**config.mk**
```make
export PLATFORM = sky130hd
export DESIGN_NAME = inst_loader
export DESIGN_NICKNAME = d
export VERILOG_FILES = /design/src/rtl/inst_loader.sv
export SDC_FILE = /design/constraint.sdc
export NUM_CORES = 1
export LEC_CHECK = 0
export ABC_AREA = 1
export BUFFER_PORTS_ARGS = -buffer_cell sky130_fd_sc_hd__buf_2
export CAP_MARGIN = 15
export CORE_MARGIN = 2
export CORE_UTILIZATION = 40
export DETAILED_ROUTE_END_ITERATION = 12
export PLACE_DENSITY = 0.62
export SLEW_MARGIN = 15
export SYNTH_ARGS = -nofsm -noshare
export SYNTH_HDL_FRONTEND = slang
export SYNTH_SLANG_ARGS = --single-unit
```
**constraint.sdc**
```tcl
create_clock -name clk -period 3.1 [get_ports clk]
set_input_delay 0.155 -clock clk [delete_from_list [all_inputs] [get_ports clk]]
set_output_delay 0.155 -clock clk [all_outputs]
set_load 0.005 [all_outputs]
```
**src/rtl/inst_loader.sv**
```systemverilog
// inst_loader: boot loader that assembles little-endian words from a byte
// stream and writes them to instruction memory while holding the core in reset.
//
// Ports:
//   clk, rst_n           : clock, synchronous active-low reset
//   start, len_words     : load request and word count (1..MEM_WORDS)
//   rx_data/valid/ready  : byte stream handshake
//   mem_we/addr/wdata    : instruction memory write port (word-aligned bytes)
//   cpu_rst              : active-high core reset, low only after a good load
//   busy, done, err      : status
//   csum                 : mod-2^32 sum of words written in this load
module inst_loader #(
  parameter int MEM_WORDS = 1001,
  parameter int LEN_W     = 16
) (
  input  logic             clk,
  input  logic             rst_n,
  input  logic             start,
  input  logic [LEN_W-1:0] len_words,
  input  logic [7:0]       rx_data,
  input  logic             rx_valid,
  output logic             rx_ready,
  output logic             mem_we,
  output logic [31:0]      mem_addr,
  output logic [31:0]      mem_wdata,
  output logic             cpu_rst,
  output logic             busy,
  output logic             done,
  output logic             err,
  output logic [31:0]      csum
);

  // Word index must be able to count up to MEM_WORDS itself.
  localparam int IDX_W = $clog2(MEM_WORDS + 1);

  localparam logic [2:0] S_IDLE  = 3'd0;
  localparam logic [2:0] S_RECV  = 3'd1;
  localparam logic [2:0] S_WRITE = 3'd2;
  localparam logic [2:0] S_DONE  = 3'd3;
  localparam logic [2:0] S_ERR   = 3'd4;

  logic [2:0]       state_q, state_d;
  logic [LEN_W-1:0] len_q, len_d;
  logic [1:0]       bidx_q, bidx_d;
  logic [IDX_W-1:0] widx_q, widx_d;
  logic [23:0]      shift_q, shift_d;
  logic [31:0]      addr_q, addr_d;
  logic [31:0]      wdata_q, wdata_d;
  logic [31:0]      csum_q, csum_d;

  logic is_recv;
  logic is_write;
  logic is_done;
  logic is_err;
  logic is_wait;

  assign is_recv  = (state_q == S_RECV);
  assign is_write = (state_q == S_WRITE);
  assign is_done  = (state_q == S_DONE);
  assign is_err   = (state_q == S_ERR);
  assign is_wait  = (state_q == S_IDLE)
                  | is_done
                  | is_err;

  logic [31:0] len_ext;
  logic        len_ok;

  assign len_ext = 32'(len_words);
  assign len_ok  = (len_ext != 32'd0)
                 && (len_ext <= 32'(MEM_WORDS));

  logic [31:0] widx_ext;
  logic        last_word;

  assign widx_ext  = 32'(widx_q);
  assign last_word = (widx_ext + 32'd1)
                     == 32'(len_q);

  always_comb begin
    state_d = state_q;
    len_d   = len_q;
    bidx_d  = bidx_q;
    widx_d  = widx_q;
    shift_d = shift_q;
    addr_d  = addr_q;
    wdata_d = wdata_q;
    csum_d  = csum_q;

    unique case (1'b1)
      is_wait: begin
        if (start) begin
          if (len_ok) begin
            len_d   = len_words;
            bidx_d  = 2'd0;
            widx_d  = '0;
            shift_d = 24'd0;
            csum_d  = 32'd0;
            state_d = S_RECV;
          end else begin
            state_d = S_ERR;
          end
        end
      end

      is_recv: begin
        if (rx_valid) begin
          // Index wraps 3 -> 0, which also
          // clears it for the next word.
          bidx_d = bidx_q + 2'd1;
          unique case (bidx_q)
            2'd0: shift_d[7:0]   = rx_data;
            2'd1: shift_d[15:8]  = rx_data;
            2'd2: shift_d[23:16] = rx_data;
            default: begin
              // Latch the write now so the
              // WRITE cycle sees registered
              // address and data.
              addr_d  = widx_ext << 2;
              wdata_d = {rx_data, shift_q};
              state_d = S_WRITE;
            end
          endcase
        end
      end

      is_write: begin
        csum_d  = csum_q + wdata_q;
        widx_d  = widx_q + IDX_W'(1);
        bidx_d  = 2'd0;
        state_d = last_word ? S_DONE
                            : S_RECV;
      end

      default: begin
        state_d = S_IDLE;
      end
    endcase
  end

  always_ff @(posedge clk) begin
    if (!rst_n) begin
      state_q <= S_IDLE;
      len_q   <= '0;
      bidx_q  <= 2'd0;
      widx_q  <= '0;
      shift_q <= 24'd0;
      addr_q  <= 32'd0;
      wdata_q <= 32'd0;
      csum_q  <= 32'd0;
    end else begin
      state_q <= state_d;
      len_q   <= len_d;
      bidx_q  <= bidx_d;
      widx_q  <= widx_d;
      shift_q <= shift_d;
      addr_q  <= addr_d;
      wdata_q <= wdata_d;
      csum_q  <= csum_d;
    end
  end

  // Status outputs decode the state
  // register only.
  assign rx_ready  = is_recv;
  assign mem_we    = is_write;
  assign busy      = is_recv | is_write;
  assign done      = is_done;
  assign err       = is_err;
  assign cpu_rst   = ~is_done;
  assign mem_addr  = addr_q;
  assign mem_wdata = wdata_q;
  assign csum      = csum_q;

endmodule

```
==> results of run 1 <==
registers in the layout, summed over array words and instances (netlist names):
register   cells
csum          32
mem_wdata     32
shift_q       24
len_q         16
mem_addr      10
widx_q        10
state_q        3
bidx_q         2
power by group:
part / switching (W) / internal, W / total, W
sequential: 0.0000202 / 0.00170 / 0.00172
clock: 0.000771 / 0.00142 / 0.00219
combinational: 0.000235 / 0.0000985 / 0.000334
total: 0.00103 / 0.00322 / 0.00425
per-stage QoR:
stage          power, W  std cells  setup WS (ps)
6_report       0.004250       1634          777.2
5_1_grt        0.004399       1634          610.1
4_1_cts        0.004275       1634          801.0
3_5_place_dp   0.002090       1599          818.3
3_3_place_gp   0.002085       1599          871.1
2_1_floorplan  0.002024       1283           1235
worst max path at each step:
stage / end / startpoint / slack, ps / cells after the start
after global placement: csum[28] / mem_wdata[0] / 870 / 13
after floorplan: csum[16] / csum[0] / 1240 / 13
after CTS: csum[16] / mem_wdata[0] / 800 / 13
final: csum[16] / mem_wdata[0] / 780 / 13
after global routing: csum[20] / mem_wdata[0] / 610 / 13
after detailed placement: csum[16] / mem_wdata[0] / 820 / 13
tightest hold or removal path: cells and delay by family:
family                 cells  cell delay [ps]
AND/OR/NAND/NOR            2              150
buffers and inverters      1              100
per-layer routing:
metal / up-vias / track usage [%] / share of wire, %
met3: 21 / 3.522 / 5.5
met4: 0 / 5.792 / 1.2
met1: 3563 / 31.79 / 50
met2: 210 / 34.45 / 43
met5: - / 0 / 0
li1: 4113 / - / -
layout make-up:
cell class | count | area [um2]
clock buffers | 26 | 529.3
well taps | 265 | 331.6
multi-input cells | 888 | 4319
fillers | 2056 | 10200
clock inverters | 6 | 116.4
inverters | 203 | 764.5
repair buffers | 117 | 618.1
flip-flops and latches | 129 | 2582
cells in the final DEF, fill, tap and decap left out, types with 2 or more instances in the layout:
master / n
a211oi_1: 8
a21o_1: 2
a21oi_1: 112
and2_1: 3
and3_1: 5
buf_2: 107
buf_4: 7
bufinv_16: 3
clkbuf_1: 2
clkbuf_16: 17
clkbuf_8: 7
clkinv_4: 2
conb_1: 22
dfxtp_1: 129
dlygate4sd3_1: 3
ha_1: 36
inv_1: 196
inv_2: 6
nand2_1: 337
nand2_2: 3
nand3_1: 100
nand3b_1: 3
nand4_1: 9
nand4_4: 3
nor2_1: 143
nor2_2: 2
nor2_4: 6
nor3_1: 13
o21ai_0: 21
o21ai_1: 42
o21bai_1: 2
or2_4: 3
xor2_1: 5
logic make-up after synthesis:
group | count (synthesis)
AOI/OAI and AO/OA | 188
buffers and inverters | 266
and+or+nand+nor | 635
DFF | 129
adders and majority gates | 37
xor gates and xnor gates | 6
other | 1
==> flow_summary.yaml, run 1 <==
status:
  run_status: "complete, no violations"
clock_tree:
  cts_setup_buffers: 0
  cts.clk_slew.worst_paths_ps: 60
  cts_tree: "done"
  root_buffer: "clkbuf_16"
  cts_buffers: 17
  cts_max_path_buffers: 2
  cts_resized: 0
  insertion_delay_ps: 430
  cts.htree.levels: 4
  clock-sinks: 129
  ctsHoldBuffers: 3
layout:
  drive_above_1_share_pct: 12.49
  diodes: 0
  fin_nets: 1421
  final_area_um2: 9261
  syn2layout_area_growth_pct: 16.62
  fin_util_pct: 47.59
detailed_routing:
  vias: 7907
  wl_per_cell_um: 14.17
  drcViolationCount: 0
  antenna_left: 0
  drtPass1Iterations: 5
  drt-total-wl_um: 23160
  via_per_inst: 4.839
  drt_iter0_drc: 595
critical_path:
  critPathSlowestCell: "fa_1"
  reg2reg_setup_slack_ps: 780
  reg2reg_from: "mem_wdata[0]"
  r2r_end: "csum[16]"
  reg2regPathDepth: 13
  crit_path_max_incr_delay_ps: 410
  critPathTopFamily: "adder cells"
  end_kind: "flop"
  crit_arrival_ps: 2570
  path_class: "flop to flop"
  path_cells: "ha_1, inv_1, fa_1, inv_1, nand3_1, nand3_1, nand2_1, nand2_1, inv_1, o21ai_0, nand2_1, nand3_1, a21oi_1"
  cp.required_ps: 3350
  start_kind: "flop"
  cp_max_fo: 4
  path_buf_inv: 3
floorplanning:
  start_util_pct: 40.80
  boundaryPins: 130
  die_width_um: 144.9
  dieArea_um2: 21000
  fp.dieH_um: 144.9
  core_um2: 19460
  rows: 51
placement:
  gp_congestion: 0.9453
  port_buffers: 107
  hpwl_um: 17560
  placed_cell_area_um2: 8586
timing:
  period_share_pct: 74.93
  worst_pin_slew_ps: 1161
  maxSlewHeadroom_pct: 22.60
  fin_tns_setup_ps: 0
  min_period_ps: 2323
  hold_viol: 0
  grt_setup_unrepaired: "no"
  drv_slew: 0
  fin_skew_ps: 11.30
  fin_hold_ws_ps: 21.03
  setup_violations: 0
  fmax_ghz: 0.4305
synth:
  async_reset_ff_share_pct: 0
  synth_area_leaders: "dfxtp_1 (33%), nand2_1 (16%), inv_1 (9.3%), a21oi_1 (7.1%), nor2_1 (6.8%)"
  synthMuxAreaShare_pct: 0
  synth_compound_area_share_pct: 12.26
  synth_fa_ha_area_share_pct: 5.924
  synthXorXnorAreaFrac_pct: 0.6617
  ys_warn_count: 0
  ys_types: 39
  syn_area_per_cell_um2: 6.293
  yosys.area.top_type: "dfxtp_1"
  yosysMostFrequentCell: "nand2_1"
  synth_top_family_by_area: "simple AND/OR/NAND/NOR gates"
  yosys.area_share.simple_pct: 34.39
  syn_area_um2: 7941
  synth-edff-count: 0
  synthCells: 1262
  seq_area_frac_synth_pct: 32.52
  synth.top_cells.by_count: "nand2_1 (338), inv_1 (196), nor2_1 (143)"
  ys_ff_latch: 129
  ys.flop_type: "dfxtp_1"
  synth_top_area_share_pct: 32.52
global_route:
  grt_pass1_vias: 7107
  grt_pass1_wl_um: 37270
  grt_antenna_before_repair: 0
  track_usage_pct: 22.11
  grt_max_degree: 75
  grt_overflow: 0
hold_path:
  worstHoldStart: "len_words[4]"
  min_to: "len_q[4]"
  whs_path_depth: 3
  hp-class: "primary input to flop"
power:
  cellPowerDensity_nw_per_um2: 458.9
  peakVddDrop_uv: 390.7
  p_leak_nw: 4.893
job:
  cap_violations: 0
No activity file was read; power rests on OpenSTA's default activity.
==> run 2: changes to the inputs <==
==> constraint.sdc (replaced) <==
create_clock -name clk -period 2.4 [get_ports clk]
set_input_delay 0.12 -clock clk [delete_from_list [all_inputs] [get_ports clk]]
set_output_delay 0.12 -clock clk [all_outputs]
set_load 0.005 [all_outputs]
==> run 2 against run 1 <==
Sequential share of layout area shrank 0.25 points. First-iteration DRC count grew 20%. Maximum frequency grew 5.1%. Global-route usage grew 0.54 points. Power grew 19%. Hold slack lost 12 ps. Clock power grew 9%. Clock skew shrank 1.5 ps. Non-clock buffer count grew 15. Die area is the same. Largest cell class unchanged.
==> flow_summary.yaml, run 2 (synthesis results as in run 1) <==
detailed_routing:
  via_per_inst: 4.865
  drcViolationCount: 0
  vias: 8023
  drt-total-wl_um: 23800
  drtPass1Iterations: 6
  antenna_left: 0
  wl_per_cell_um: 14.43
  drt_iter0_drc: 714
power:
  power_frac_comb_pct: 9.0
  peakVddDrop_uv: 497.5
  pwr-share-clk_pct: 47.0
  swShare_pct: 26.08
  power_frac_seq_pct: 44.0
  switchingPower_w: 0.001319
  cellPowerDensity_nw_per_um2: 541.2
  internal_power_w: 0.003738
  p_leak_nw: 4.942
  total_power_w: 0.005057
job:
  cap_violations: 0
floorplanning:
  core_um2: 19460
  rows: 51
  dieArea_um2: 21000
  die_width_um: 144.9
  start_util_pct: 40.80
  fp.dieH_um: 144.9
  boundaryPins: 130
timing:
  fin_skew_ps: 9.822
  fmax_ghz: 0.4523
  worst_pin_slew_ps: 745.6
  fin_tns_setup_ps: 0
  fin_hold_ws_ps: 8.856
  min_period_ps: 2211
  setup_violations: 0
  hold_viol: 0
  drv_slew: 0
  setup_ws_ps: 189.1
  maxSlewHeadroom_pct: 50.29
  period_share_pct: 92.12
  grt_setup_unrepaired: "no"
layout:
  fin_cells: 1649
  drive_above_1_share_pct: 13.08
  diodes: 0
  fin_nets: 1436
  fillers: 2077
  final_common_cell: "nand2_1"
  syn2layout_area_growth_pct: 17.66
  layout_common_cells: "nand2_1 (337), inv_1 (196), nor2_1 (143), dfxtp_1 (129), a21oi_1 (112)"
global_route:
  track_usage_pct: 22.65
  grt_pass1_wl_um: 38250
  grt_overflow: 0
  grt_max_degree: 83
  grt_pass1_vias: 7218
  grt_antenna_before_repair: 0
critical_path:
  reg2reg_setup_slack_ps: 190
  crit_start: "mem_wdata[0]"
  r2r_end: "csum[16]"
  reg2regPathDepth: 13
  path_class: "flop to flop"
  crit_arrival_ps: 2520
  cp.required_ps: 2710
  start_kind: "flop"
  cp_max_fo: 4
  end_kind: "flop"
  crit_path_end: "csum[16]"
  reg2reg_from: "mem_wdata[0]"
placement:
  gp_congestion: 0.9568
  post-place-ws_ps: 193.4
  place_inst: 1607
  port_buffers: 107
  hpwl_um: 17840
status:
  run_status: "complete, no violations"
clock_tree:
  clock-sinks: 129
  cts_buffers: 17
  root_buffer: "clkbuf_16"
  cts.htree.levels: 4
  cts.clk_slew.worst_paths_ps: 60
  cts_max_path_buffers: 2
  insertion_delay_ps: 420
  cts_tree: "done"
hold_path:
  hp-class: "primary input to flop"
==> run 2: worst min path at each step <==
stage | startpoint | end | depth (start not counted)
floorplan | len_words[0] | len_q[0] | 2
global placement | len_words[2] | len_q[2] | 3
detailed placement | len_words[2] | len_q[2] | 3
CTS | len_words[9] | len_q[9] | 3
global route | rx_data[1] | mem_wdata[25] | 3
finish | len_words[9] | len_q[9] | 3
==> run 2: per-stage QoR <==
step	cell area, um2	utilization [%]
3_3_place_gp	8696	44.68
6_report	9344	48.01
5_1_grt	9344	48.01
4_1_cts	9331	47.95
3_5_place_dp	8696	44.68
2_1_floorplan	8020	-
==> run 2: critical path, stage by stage (launching register included) <==
cell and delay [ps]:
dfxtp_1 390, ha_2 250, inv_1 70, fa_1 410
inv_1 140, nand3_1 100, nand3_2 110, nand2_1 60
nand2_1 130, inv_1 70, o21ai_0 140, nand2_1 60
nand3_1 80, a21oi_1 70
==> run 2: power groups by stage <==
stage                     clock network (W)  registers [W]  logic [W]
after global routing                0.00251        0.00223   0.000521
after floorplan                           0        0.00227   0.000349
after detailed placement                  0        0.00227   0.000441
after CTS                           0.00239        0.00223   0.000456
after global placement                    0        0.00227   0.000437
final                               0.00238        0.00223   0.000455
==> run 2: repair_timing <==
action                                  in CTS  in global routing
resized for setup                            0                  3
buffers inserted                             0                  0
hold buffers                                10                  0
endpoints found under the setup margin       0                  5
hold endpoints to repair                    10                  0
==> run 2: per-layer routing <==
| metal | wire length (um) | GRT usage (%) | vias up |
|---|---|---|---|
| met5 | 0 | 0 | - |
| met3 | 1488 | 3.711 | 23 |
| met2 | 10340 | 34.26 | 237 |
| li1 | - | - | 4146 |
| met1 | 11600 | 33.34 | 3617 |
| met4 | 373 | 5.891 | 0 |
==> run 2: layout make-up <==
cell class	count	area, um2	area share (%)
clock buffer	23	478.0	5.115
clock inverter	9	57.56	0.6160
inverter	203	764.5	8.182
multi-input combinational	888	4332	46.36
sequential	129	2582	27.64
tap	265	331.6	3.548
timing repair buffer	132	798.3	8.543
==> run 3: changes to the inputs <==
--- a/config.mk
+++ b/config.mk
@@ -6,12 +6,12 @@
 export NUM_CORES = 1
 export LEC_CHECK = 0
 export ABC_AREA = 1
-export BUFFER_PORTS_ARGS = -buffer_cell sky130_fd_sc_hd__buf_2
 export CAP_MARGIN = 15
 export CORE_MARGIN = 2
 export CORE_UTILIZATION = 40
 export DETAILED_ROUTE_END_ITERATION = 12
-export PLACE_DENSITY = 0.62
+export DONT_BUFFER_PORTS = 1
+export PLACE_DENSITY = 0.56
 export SLEW_MARGIN = 15
 export SYNTH_ARGS = -nofsm -noshare
 export SYNTH_HDL_FRONTEND = slang
==> run 3 against run 2 <==
Non-clock buffer count down 76. Register-to-register slack better by 60 ps. Global-route usage up 0.83 points. Core utilization down 1.5 points. Highest routed layer unchanged.
==> flow_summary.yaml, run 3 (synthesis results as in run 1) <==
timing:
  period_share_pct: 89.52
  worst_pin_slew_ps: 575.4
  drv_slew: 0
  min_period_ps: 2148
  setup_violations: 0
  fin_skew_ps: 7.808
  grt_setup_unrepaired: "no"
  fin_tns_setup_ps: 0
  setup_ws_ps: 251.6
  maxSlewHeadroom_pct: 61.59
  hold_viol: 0
  fmax_ghz: 0.4655
clock_tree:
  ctsHoldBuffers: 20
  root_buffer: "clkbuf_16"
  cts_max_path_buffers: 2
  cts_resized: 0
  cts.htree.levels: 4
  cts_setup_buffers: 0
  cts_tree: "done"
  clock-sinks: 129
  insertion_delay_ps: 430
  cts_buffers: 17
  cts.clk_slew.worst_paths_ps: 60
layout:
  final_common_cell: "nand2_1"
  fin_nets: 1360
  layout_common_cells: "nand2_1 (337), inv_1 (196), nor2_1 (143), dfxtp_1 (129), a21oi_1 (112)"
  syn2layout_area_growth_pct: 13.91
  diodes: 0
  drive_above_1_share_pct: 7.187
  final_area_um2: 9046
  fin_util_pct: 46.48
global_route:
  grt_pass1_vias: 7103
  grt_antenna_before_repair: 0
  grt_max_degree: 75
  track_usage_pct: 23.48
  grt_pass1_wl_um: 38770
  grt_overflow: 0
critical_path:
  reg2reg_setup_slack_ps: 250
  path_class: "flop to flop"
  r2r_end: "csum[17]"
  cp_max_fo: 5
  crit_arrival_ps: 2460
  crit_start: "mem_wdata[9]"
  crit_path_end: "csum[17]"
  reg2reg_from: "mem_wdata[9]"
  start_kind: "flop"
  reg2regPathDepth: 12
  end_kind: "flop"
  cp.required_ps: 2710
power:
  peakVddDrop_uv: 500.8
  p_leak_nw: 4.528
  cellPowerDensity_nw_per_um2: 558.9
status:
  run_status: "complete, no violations"
floorplanning:
  start_util_pct: 40.80
  dieArea_um2: 21000
  fp.dieH_um: 144.9
  rows: 51
  die_width_um: 144.9
  boundaryPins: 130
  core_um2: 19460
detailed_routing:
  antenna_left: 0
  vias: 7751
  drt_iter0_drc: 562
  drcViolationCount: 0
  wl_per_cell_um: 15.60
  drt-total-wl_um: 24540
  drtPass1Iterations: 4
  via_per_inst: 4.928
placement:
  gp_congestion: 0.9197
  placed_cell_area_um2: 8293
  port_buffers: 0
  post-place-ws_ps: 270.6
  hpwl_um: 18620
hold_path:
  worstHoldStart: "rst_n"
  hp-class: "primary input to flop"
job:
  cap_violations: 0
-- run 3: changes by cell type in the layout (fill, tap and decap cells not counted), moves of 2 or more --
cell / previous run / this run
nand3_2: 2 / 0
buf_4: 11 / 34
dlygate4sd3_1: 10 / 19
buf_12: 4 / 2
buf_2: 107 / 0
nand3_1: 98 / 100
-- run 3: through the flow --
stage               instances  power (W)  hold WS [ps]
floorplan                1283   0.002614         254.9
global placement         1521   0.002659         254.7
detailed placement       1521   0.002663         255.5
CTS                      1573   0.005095         54.84
global route             1573   0.005264         80.66
finish                   1573   0.005056         66.94
-- run 3: worst min path at each step --
stage | endpoint | depth (start not counted)
final | shift_q[16] | 3
after global routing | shift_q[9] | 3
after CTS | shift_q[15] | 3
after detailed placement | shift_q[6] | 2
after global placement | bidx_q[0] | 2
after floorplan | len_q[0] | 2
-- run 3: power by group --
part,switching [W],internal (W)
registers,0.0000259,0.00220
clock network,0.00100,0.00139
logic,0.000306,0.000135
total,0.00133,0.00372
-- run 3: worst max-delay path, cell delays in order (launching register included) --
cell     delay (ps)
dfxtp_1         360
ha_1            380
nand2_1         150
inv_1           100
nand2_1          90
nor3_1          280
buf_4           180
nand3_1          80
buf_4           170
nand3_1          60
nand2_1          50
nand3_1          70
a21oi_1          60
-- run 3: cell type report --
cell class,count,area [um2]
multi-input combinational,888,4319
sequential,129,2582
timing repair buffer,56,513.0
clock inverter,10,61.31
inverter,203,764.5
clock buffer,22,474.2
tap,265,331.6
fill,2107,10420
-- run 3: routing by layer --
metal	up-vias	global-route usage [%]	share of wire, %
li1	4004	-	-
met1	3529	34.16	50
met2	188	35.10	43
met3	30	4.151	5.6
met4	0	7.525	1.8
met5	-	0	0
